--- config.mk ---
export PLATFORM = sky130hd
export DESIGN_NAME = game_state_sequencer
export DESIGN_NICKNAME = d
export VERILOG_FILES = /design/src/rtl/game_state_sequencer_pkg.sv /design/src/rtl/game_state_sequencer_frame_delay_timer.sv /design/src/rtl/game_state_sequencer.sv
export SDC_FILE = /design/constraint.sdc
export NUM_CORES = 1
export LEC_CHECK = 0
export BUFFER_PORTS_ARGS = -buffer_cell sky130_fd_sc_hd__buf_2
export CAP_MARGIN = 20
export CORE_UTILIZATION = 40
export DETAILED_ROUTE_END_ITERATION = 10
export GPL_ROUTABILITY_DRIVEN = 0
export GPL_TIMING_DRIVEN = 1
export SETUP_SLACK_MARGIN = 0.2
export SLEW_MARGIN = 10
export SYNTH_ARGS = -nofsm -noshare
export SYNTH_HDL_FRONTEND = slang
export SYNTH_SLANG_ARGS = --single-unit
--- constraint.sdc ---
create_clock -name CLK -period 4.8 [get_ports CLK]
set_input_delay 0.96 -clock CLK [delete_from_list [all_inputs] [get_ports CLK]]
set_output_delay 0.96 -clock CLK [all_outputs]
set_load 0.01 [all_outputs]
--- src/rtl/game_state_sequencer_pkg.sv ---
// Shared definitions for the game-flow sequencer: PHASE encodings seen by
// physics and display, drop-counter width, and the level wrap helper.
package game_state_sequencer_pkg;

  typedef enum logic [2:0] {
    PH_LOAD  = 3'd0,
    PH_SERVE = 3'd1,
    PH_PLAY  = 3'd2,
    PH_LOST  = 3'd3,
    PH_CLEAR = 3'd4,
    PH_OVER  = 3'd5
  } phase_e;

  localparam int DROP_W = 8;
  localparam logic [DROP_W-1:0] DROP_MAX = '1;

  function automatic logic [2:0] next_level(input logic [2:0] lvl, input logic [2:0] last);
    return (lvl == last) ? 3'd0 : lvl + 3'd1;
  endfunction

endpackage

--- src/rtl/game_state_sequencer_frame_delay_timer.sv ---
// Frame counter shared by the LOST and CLEAR delays; holds at zero while
// cleared and flags when the count has reached the selected limit.
module frame_delay_timer (
  input  logic       clk,
  input  logic       reset_n,
  input  logic       clear,
  input  logic       enable,
  input  logic [7:0] limit,
  output logic       done
);

  logic [7:0] count;

  always_ff @(posedge clk) begin
    if (!reset_n) begin
      count <= 8'd0;
    end else if (clear) begin
      count <= 8'd0;
    end else if (enable && count != 8'hFF) begin
      count <= count + 8'd1;
    end
  end

  assign done = (count == limit);

endmodule

--- src/rtl/game_state_sequencer.sv ---
// Game-flow FSM: one physics step per frame, level loads, serve hold,
// lives bookkeeping, inter-round delays and the game-over/restart cycle.
module game_state_sequencer
  import game_state_sequencer_pkg::*;
#(
  parameter int START_LIVES        = 5,
  parameter int LOST_DELAY_FRAMES  = 60,
  parameter int CLEAR_DELAY_FRAMES = 90,
  parameter int LEVEL_COUNT        = 4
) (
  input  logic              CLK,
  input  logic              RESET_N,
  input  logic              FRAME_RENDERED,
  input  logic              BTN_RELEASE,
  input  logic              SW_PAUSE,
  input  logic              SW_IGNORE_DEATH,
  input  logic              STEP_COMPLETE,
  input  logic              BALL_LOST,
  input  logic [6:0]        BLOCKS_LEFT,
  input  logic              LOAD_DONE,
  output logic              START_UPDATE,
  output logic              LOAD_LEVEL,
  output logic              BALL_HELD,
  output logic              SCORE_CLEAR,
  output logic [2:0]        LIVES,
  output logic [2:0]        LEVEL,
  output logic              GAME_OVER,
  output logic [2:0]        PHASE,
  output logic [DROP_W-1:0] FRAME_DROPS
);

  localparam logic [2:0] LIVES_INIT  = 3'(START_LIVES);
  localparam logic [2:0] LEVEL_LAST  = 3'(LEVEL_COUNT - 1);
  localparam logic [7:0] LOST_LIMIT  = 8'(LOST_DELAY_FRAMES);
  localparam logic [7:0] CLEAR_LIMIT = 8'(CLEAR_DELAY_FRAMES);

  phase_e     phase;
  logic       busy;
  logic       btn_prev;
  logic       timer_done;
  logic       frame_ok;
  logic       step_done;
  logic       release_edge;
  logic       step_phase;
  logic       in_delay;
  logic       clear_hit;
  logic       death;
  logic       play_exit;
  logic [2:0] lives_dec;
  logic [7:0] delay_limit;

  assign frame_ok     = FRAME_RENDERED && !SW_PAUSE;
  assign step_done    = STEP_COMPLETE && busy;
  assign release_edge = BTN_RELEASE && !btn_prev;
  assign step_phase   = (phase == PH_SERVE) || (phase == PH_PLAY);
  assign in_delay     = (phase == PH_LOST) || (phase == PH_CLEAR);
  assign clear_hit    = (BLOCKS_LEFT == 7'd0);
  assign death        = BALL_LOST && !SW_IGNORE_DEATH;
  // A completing step that ends the round must not launch another one.
  assign play_exit    = (phase == PH_PLAY) && step_done && (clear_hit || death);
  assign lives_dec    = LIVES - 3'd1;
  assign delay_limit  = (phase == PH_CLEAR) ? CLEAR_LIMIT : LOST_LIMIT;
  assign PHASE        = phase;

  frame_delay_timer u_delay (
    .clk     (CLK),
    .reset_n (RESET_N),
    .clear   (!in_delay),
    .enable  (in_delay && frame_ok),
    .limit   (delay_limit),
    .done    (timer_done)
  );

  always_ff @(posedge CLK) begin
    if (!RESET_N) begin
      phase        <= PH_LOAD;
      LIVES        <= LIVES_INIT;
      LEVEL        <= 3'd0;
      GAME_OVER    <= 1'b0;
      BALL_HELD    <= 1'b1;
      LOAD_LEVEL   <= 1'b1;
      START_UPDATE <= 1'b0;
      SCORE_CLEAR  <= 1'b0;
      FRAME_DROPS  <= '0;
      busy         <= 1'b0;
      btn_prev     <= 1'b1;
    end else begin
      btn_prev     <= BTN_RELEASE;
      START_UPDATE <= 1'b0;
      SCORE_CLEAR  <= 1'b0;

      // Completion is retired before the same-cycle frame is considered.
      if (step_done) busy <= 1'b0;
      if (step_phase && frame_ok && !play_exit) begin
        if (!busy || step_done) begin
          START_UPDATE <= 1'b1;
          busy         <= 1'b1;
        end else if (FRAME_DROPS != DROP_MAX) begin
          FRAME_DROPS <= FRAME_DROPS + 1'b1;
        end
      end

      case (phase)
        PH_LOAD: begin
          if (LOAD_DONE) begin
            phase      <= PH_SERVE;
            LOAD_LEVEL <= 1'b0;
          end
        end
        PH_SERVE: begin
          if (release_edge && !SW_PAUSE) begin
            phase     <= PH_PLAY;
            BALL_HELD <= 1'b0;
          end
        end
        PH_PLAY: begin
          if (step_done) begin
            if (clear_hit) begin
              phase <= PH_CLEAR;
            end else if (death) begin
              LIVES <= lives_dec;
              if (lives_dec == 3'd0) begin
                phase     <= PH_OVER;
                GAME_OVER <= 1'b1;
              end else begin
                phase <= PH_LOST;
              end
            end
          end
        end
        PH_LOST: begin
          if (timer_done) begin
            phase     <= PH_SERVE;
            BALL_HELD <= 1'b1;
          end
        end
        PH_CLEAR: begin
          if (timer_done) begin
            phase      <= PH_LOAD;
            LEVEL      <= next_level(LEVEL, LEVEL_LAST);
            LOAD_LEVEL <= 1'b1;
            BALL_HELD  <= 1'b1;
          end
        end
        PH_OVER: begin
          if (release_edge) begin
            phase       <= PH_LOAD;
            LIVES       <= LIVES_INIT;
            LEVEL       <= 3'd0;
            SCORE_CLEAR <= 1'b1;
            GAME_OVER   <= 1'b0;
            LOAD_LEVEL  <= 1'b1;
            BALL_HELD   <= 1'b1;
          end
        end
        default: begin
          phase      <= PH_LOAD;
          GAME_OVER  <= 1'b0;
          LOAD_LEVEL <= 1'b1;
          BALL_HELD  <= 1'b1;
        end
      endcase
    end
  end

endmodule

After elaboration in Yosys (flattened, before gate mapping) --
Index checks and enable logic that the tools add are counted.
Storage, ports and cells: output and inout bits 22, logic and storage cells 115, bits in registers 32, input bits 16
Cells by class: reductions and logical operators 39, add/subtract/negate cells 4, bitwise logic cells 4, equal/unequal tests 20, muxes and demuxes 36
Operator list (count):
- 3-bit two-way mux | 15
- 3-bit one-hot mux with 6 select lines | 1
- 8-bit by 1-bit adder with 8-bit output (second input constant) | 2
- 8-bit != test (second input constant) | 2
- 1-bit two-way mux | 14
- 2-bit != test (second input constant) | 7
- 3-bit one-hot mux with 2 select lines | 2
- 1-bit logical AND | 11
- 3-bit by 2-bit equality test with 1-bit output (second input constant) | 3
- 8-bit by 7-bit equality test with 1-bit output | 1
- 1-bit one-hot mux with 4 select lines | 2
- 4-bit AND reduction | 2
- 7-bit logical NOT | 1
- 7-bit two-way mux | 1
- 7-bit AND reduction | 1
- 3-bit equality test (second input constant) | 2
- 3-bit logical NOT | 2
- 2-bit by 1-bit != test with 1-bit output (second input constant) | 3
- 2-bit AND reduction | 3
- 3-bit AND reduction | 2
- 6-bit AND reduction | 1
- 1-bit logical NOT | 5
- 5-bit AND reduction | 1
- 1-bit logical OR | 4
- other kinds (10) | 15

Longest topological paths before layout --
depth after elaboration 7, depth in mapped cells 7, depth with buffers taken out 7

Hierarchy --
Synthesis repeated with hierarchy kept, for this count alone.
Unflattened totals: cell total of the unflattened synthesis 231, area, all modules 1949.4 µm²
Modules (own cells, without submodules):
- game_state_sequencer | area each 1412.6 µm², instances 1, cells an instance 171
- frame_delay_timer | area each 536.8 µm², instances 1, cells an instance 60

Worst setup path after synthesis --
Ideal clock, no wire load.
path type input -> register, from in SW_PAUSE, to reg phase[1] (netlist: PHASE[1]), arrival time 2449 ps, stages on the path 5, slack 2264 ps, data required time 4713 ps, path through or3b_1 a2111oi_0 a21oi_1 or4_1 o31ai_1
On the way: word-level cells in the longest chain between the ends 4
RTL lines:
- from (decl) | RTL line game_state_sequencer.sv:15 | input logic SW_PAUSE,
- 1-bit logical NOT | RTL line game_state_sequencer.sv:111 | if (release_edge && !SW_PAUSE) begin
- 1-bit logical AND | RTL line game_state_sequencer.sv:111
- 2-bit by 1-bit != test with 1-bit output (no line)
- 7-bit AND reduction (no line)
- to (signal assigned) | RTL line game_state_sequencer.sv:112 | phase <= PH_PLAY;
- to (signal assigned) | RTL line game_state_sequencer.sv:119 | phase <= PH_CLEAR;
- to (signal assigned) | RTL line game_state_sequencer.sv:123 | phase <= PH_OVER;
- to (decl) | RTL line game_state_sequencer.sv:37 | phase_e phase;
Every way passes these cells. A chain may end at the register's enable or synchronous reset.

Worst setup path after layout --
Same ends and word-level chain as after synthesis.

==> results by group <==
Critical path
  – Worst R2R End: u_delay.count[7]
  – Crit path cell chain: buf_2 -> or3b_1 -> a2111oi_0 -> a21oi_1 -> or4_1 -> o31ai_1
  – Worst Path Max Fanout: 6
  – Startpoint types: primary input
  – Required time worst endpoint: 5.00 ns
  – R2R Path Start: PHASE[2]
  – Critical path's slowest cell: or4_1
  – Worst path max stage delay: 0.55 ns
  – Critical path class: in2reg
  – Critical Path End Type: flip-flop
  – Crit path DAT: 2.70 ns
  – Worst R2R Path Depth: 5
  – Worst R2R Setup Slack: 2.42 ns

Yosys
  – Synthesized cell area: 0.00173 mm^2
  – Area contributors post-synth: dfxtp_1 (37%), xnor2_1 (7.6%), nor2_1 (5.9%)
  – Avg Inst Size Synth: 8.30 um^2
  – Ys Warns: 0
  – Post-Synthesis Cells: 208
  – Synth top cells by count: dfxtp_1 (32), nor2_1 (27), nand2_1 (18)
  – Post-synth top area share: 37.1%
  – Post-Syn Nets: 229
  – Most common cell in the netlist: dfxtp_1
  – Sequential fraction of the synthesis area: 37.1%
  – Yosys reg bits: 32
  – Synth cell types: 48
  – Post-synth ARST share: 0%
  – Leading area contributor after synthesis: dfxtp_1
  – Main synth FF type: dfxtp_1
  – EDFF count, synth: 0

Drt
  – DR vias/cell: 5.32
  – Via Count: 1574
  – Detail Route Antenna Nets: 0
  – Routed WL per cell: 12.6 um
  – Final Routed Wirelength: 3720 um
  – Residual DRC count: 0
  – Starting DRT DRC Count: 75
  – DR pass1 iterations: 4

STA
  – Period utilization: 52.2%
  – # setup viols final: 0
  – Setup tns final: 0 ns
  – Slew HR: 49.2%
  – Final Hold Fails: 0
  – Final hold slack: 0.475 ns
  – Final worst slack: 2.30 ns
  – RSZ-0062 raised after global routing: no
  – Final Skew: 0.00594 ns
  – Maximum clock rate: 399 MHz
  – Worst-Margin Slew: 0.752 ns
  – Crit path time final: 2.50 ns
  – Number of max-slew violations in the final report: 0

Global route
  – Largest net degree at the start of global routing: 18
  – First-pass GRT wire length: 6070 um
  – Grt ovf: 0
  – Number of global-route vias before repair: 1343
  – Tot GR Track Use: 18.0%
  – Initial antenna violation count: 0

Floorplan
  – Initial Utilization: 42.5%
  – Die width: 67.7 um
  – Die Footprint: 0.00458 mm^2
  – Row count: 23
  – Core area: 0.00406 mm^2
  – Die height: 67.7 um
  – Io pins: 38

Place
  – PortBufs: 37
  – Setup WS pre-CTS: 2.01 ns
  – Dpl hpwl: 2710 um
  – Placed insts: 289

Finish
  – Antenna diodes: 0
  – Fillcell total: 416
  – Final std cells w/o fill: 296
  – Nets: 267
  – Share of cells above drive strength 1: 21.1%
  – Layout area overhead: 18.3%

Clock network
  – Post-CTS sizing: 0
  – TritonCTS clock tree: yes
  – Post-CTS setup buffer count: 0
  – Clk root buf: clkbuf_8
  – CTS Buf Count: 5
  – CTS H-tree depth: 2
  – Worst-path clk slew: 0.07 ns
  – Worst-Skew Late Latency: 0.28 ns
  – Clock tree buffer depth: 2
  – CTS sink cnt: 32
  – Hold Buf Count CTS: 0

Hold path
  – Hold WC Path Type: reg2reg
  – Min-delay src: LEVEL[2]
  – Hold path cells: 1
  – Min-Delay Endpoint: LEVEL[2]

Power
  – Pwr dens: 336 mW/mm^2
  – Tot Pwr: 686 uW
  – Max VDD drop: 184 uV
  – LEAKAGE: 0.777 nW

Outcome
  – Status: complete, no violations

Job
  – MaxCap Viol Count: 0
-- cells by family (layout without fill, tap and decap cells) --
logic type               after synthesis  after routing  synth area share [%]
AND/OR/NAND/NOR                       97             97                  29.6
XOR/XNOR                              15             15                  7.61
adder cells (fa/ha/maj)                5              5                  3.63
buffers and inverters                 15             53                  3.55
flip-flops                            32             32                  37.1
multiplexers                           5              5                  3.05
AO/OA/AOI/OAI                         39             39                  15.4
-- worst max-delay path by stage --
| stage | startpoint | slack (ns) | to | cells after the start |
|---|---|---|---|---|
| 4_1_cts | SW_PAUSE | 2.28 | PHASE[1] | 6 |
| 3_3_place_gp | SW_PAUSE | 2.10 | PHASE[1] | 6 |
| 2_1_floorplan | SW_PAUSE | 2.26 | PHASE[1] | 5 |
| 3_5_place_dp | SW_PAUSE | 2.01 | PHASE[1] | 6 |
| 5_1_grt | BTN_RELEASE | 2.19 | PHASE[1] | 6 |
| 6_report | SW_PAUSE | 2.30 | PHASE[1] | 6 |
-- layer usage --
| metal | up-vias | global-route usage [%] | part of all wire [%] |
|---|---|---|---|
| met3 | 6 | 6.42 | 6.3 |
| met1 | 708 | 22.6 | 49 |
| li1 | 820 | - | - |
| met2 | 40 | 27.8 | 43 |
| met5 | - | 0 | 0 |
| met4 | 0 | 7.18 | 1.7 |
-- cells in the final DEF (no fill, tap or decap), types with 2 or more instances in the layout --
cell      count
or4_1         2
nor2_1       27
o31ai_1       2
mux2i_1       3
nor4b_1       2
xnor2_1      15
nand3_1      10
and3b_1       2
nor3b_1       3
mux2_2        2
a31oi_1       2
nor3_1        8
o221a_2       2
clkbuf_8      7
nand2_1      18
nor4bb_1      2
a21oi_1      11
nor2b_1       2
a21boi_0      2
o21ai_0       7
nand4_1       2
nor4_1        7
ha_1          5
inv_1         9
nand2b_1      5
dfxtp_1      32
buf_2        37
-- through the flow --
stage	utilization, %	instance area (um^2)
6_report	50.3	2040
5_1_grt	50.3	2040
4_1_cts	50.3	2040
3_5_place_dp	47.9	1950
3_3_place_gp	47.9	1950
2_1_floorplan	-	1730
-- worst max-delay path: cells and delay by family --
| kind | cells | cell delay, ns |
|---|---|---|
| AND/OR/NAND/NOR | 2 | 0.92 |
| buffers and inverters | 1 | 0.10 |
| AO/OA/AOI/OAI | 3 | 0.72 |
-- flip-flops by register name, indices dropped and copies added, names as in the netlist --
register	flops
busy	1
GAME_OVER	1
SCORE_CLEAR	1
BALL_HELD	1
START_UPDATE	1
FRAME_DROPS	8
PHASE	3
btn_prev	1
u_delay.count	8
LIVES	3
LEVEL	3
LOAD_LEVEL	1
-- layout make-up --
class,instances,area (um^2),share of cell area (%)
clock buffer,7,96.3,4.72
inverter,9,33.8,1.65
multi-input combinational,161,1020,50.1
sequential,32,641,31.4
tap,50,62.6,3.06
timing repair buffer,37,185,9.07
-- where the power goes --
part / total, mW / internal (mW) / switching (mW) / leakage, nW
sequential: 0.310 / 0.280 / 0.0301 / 0.259
clock: 0.224 / 0.128 / 0.0962 / 0.0503
combinational: 0.152 / 0.0694 / 0.0822 / 0.468
total: 0.686 / 0.477 / 0.208 / 0.777
Power figures use the tool's default switching activity.
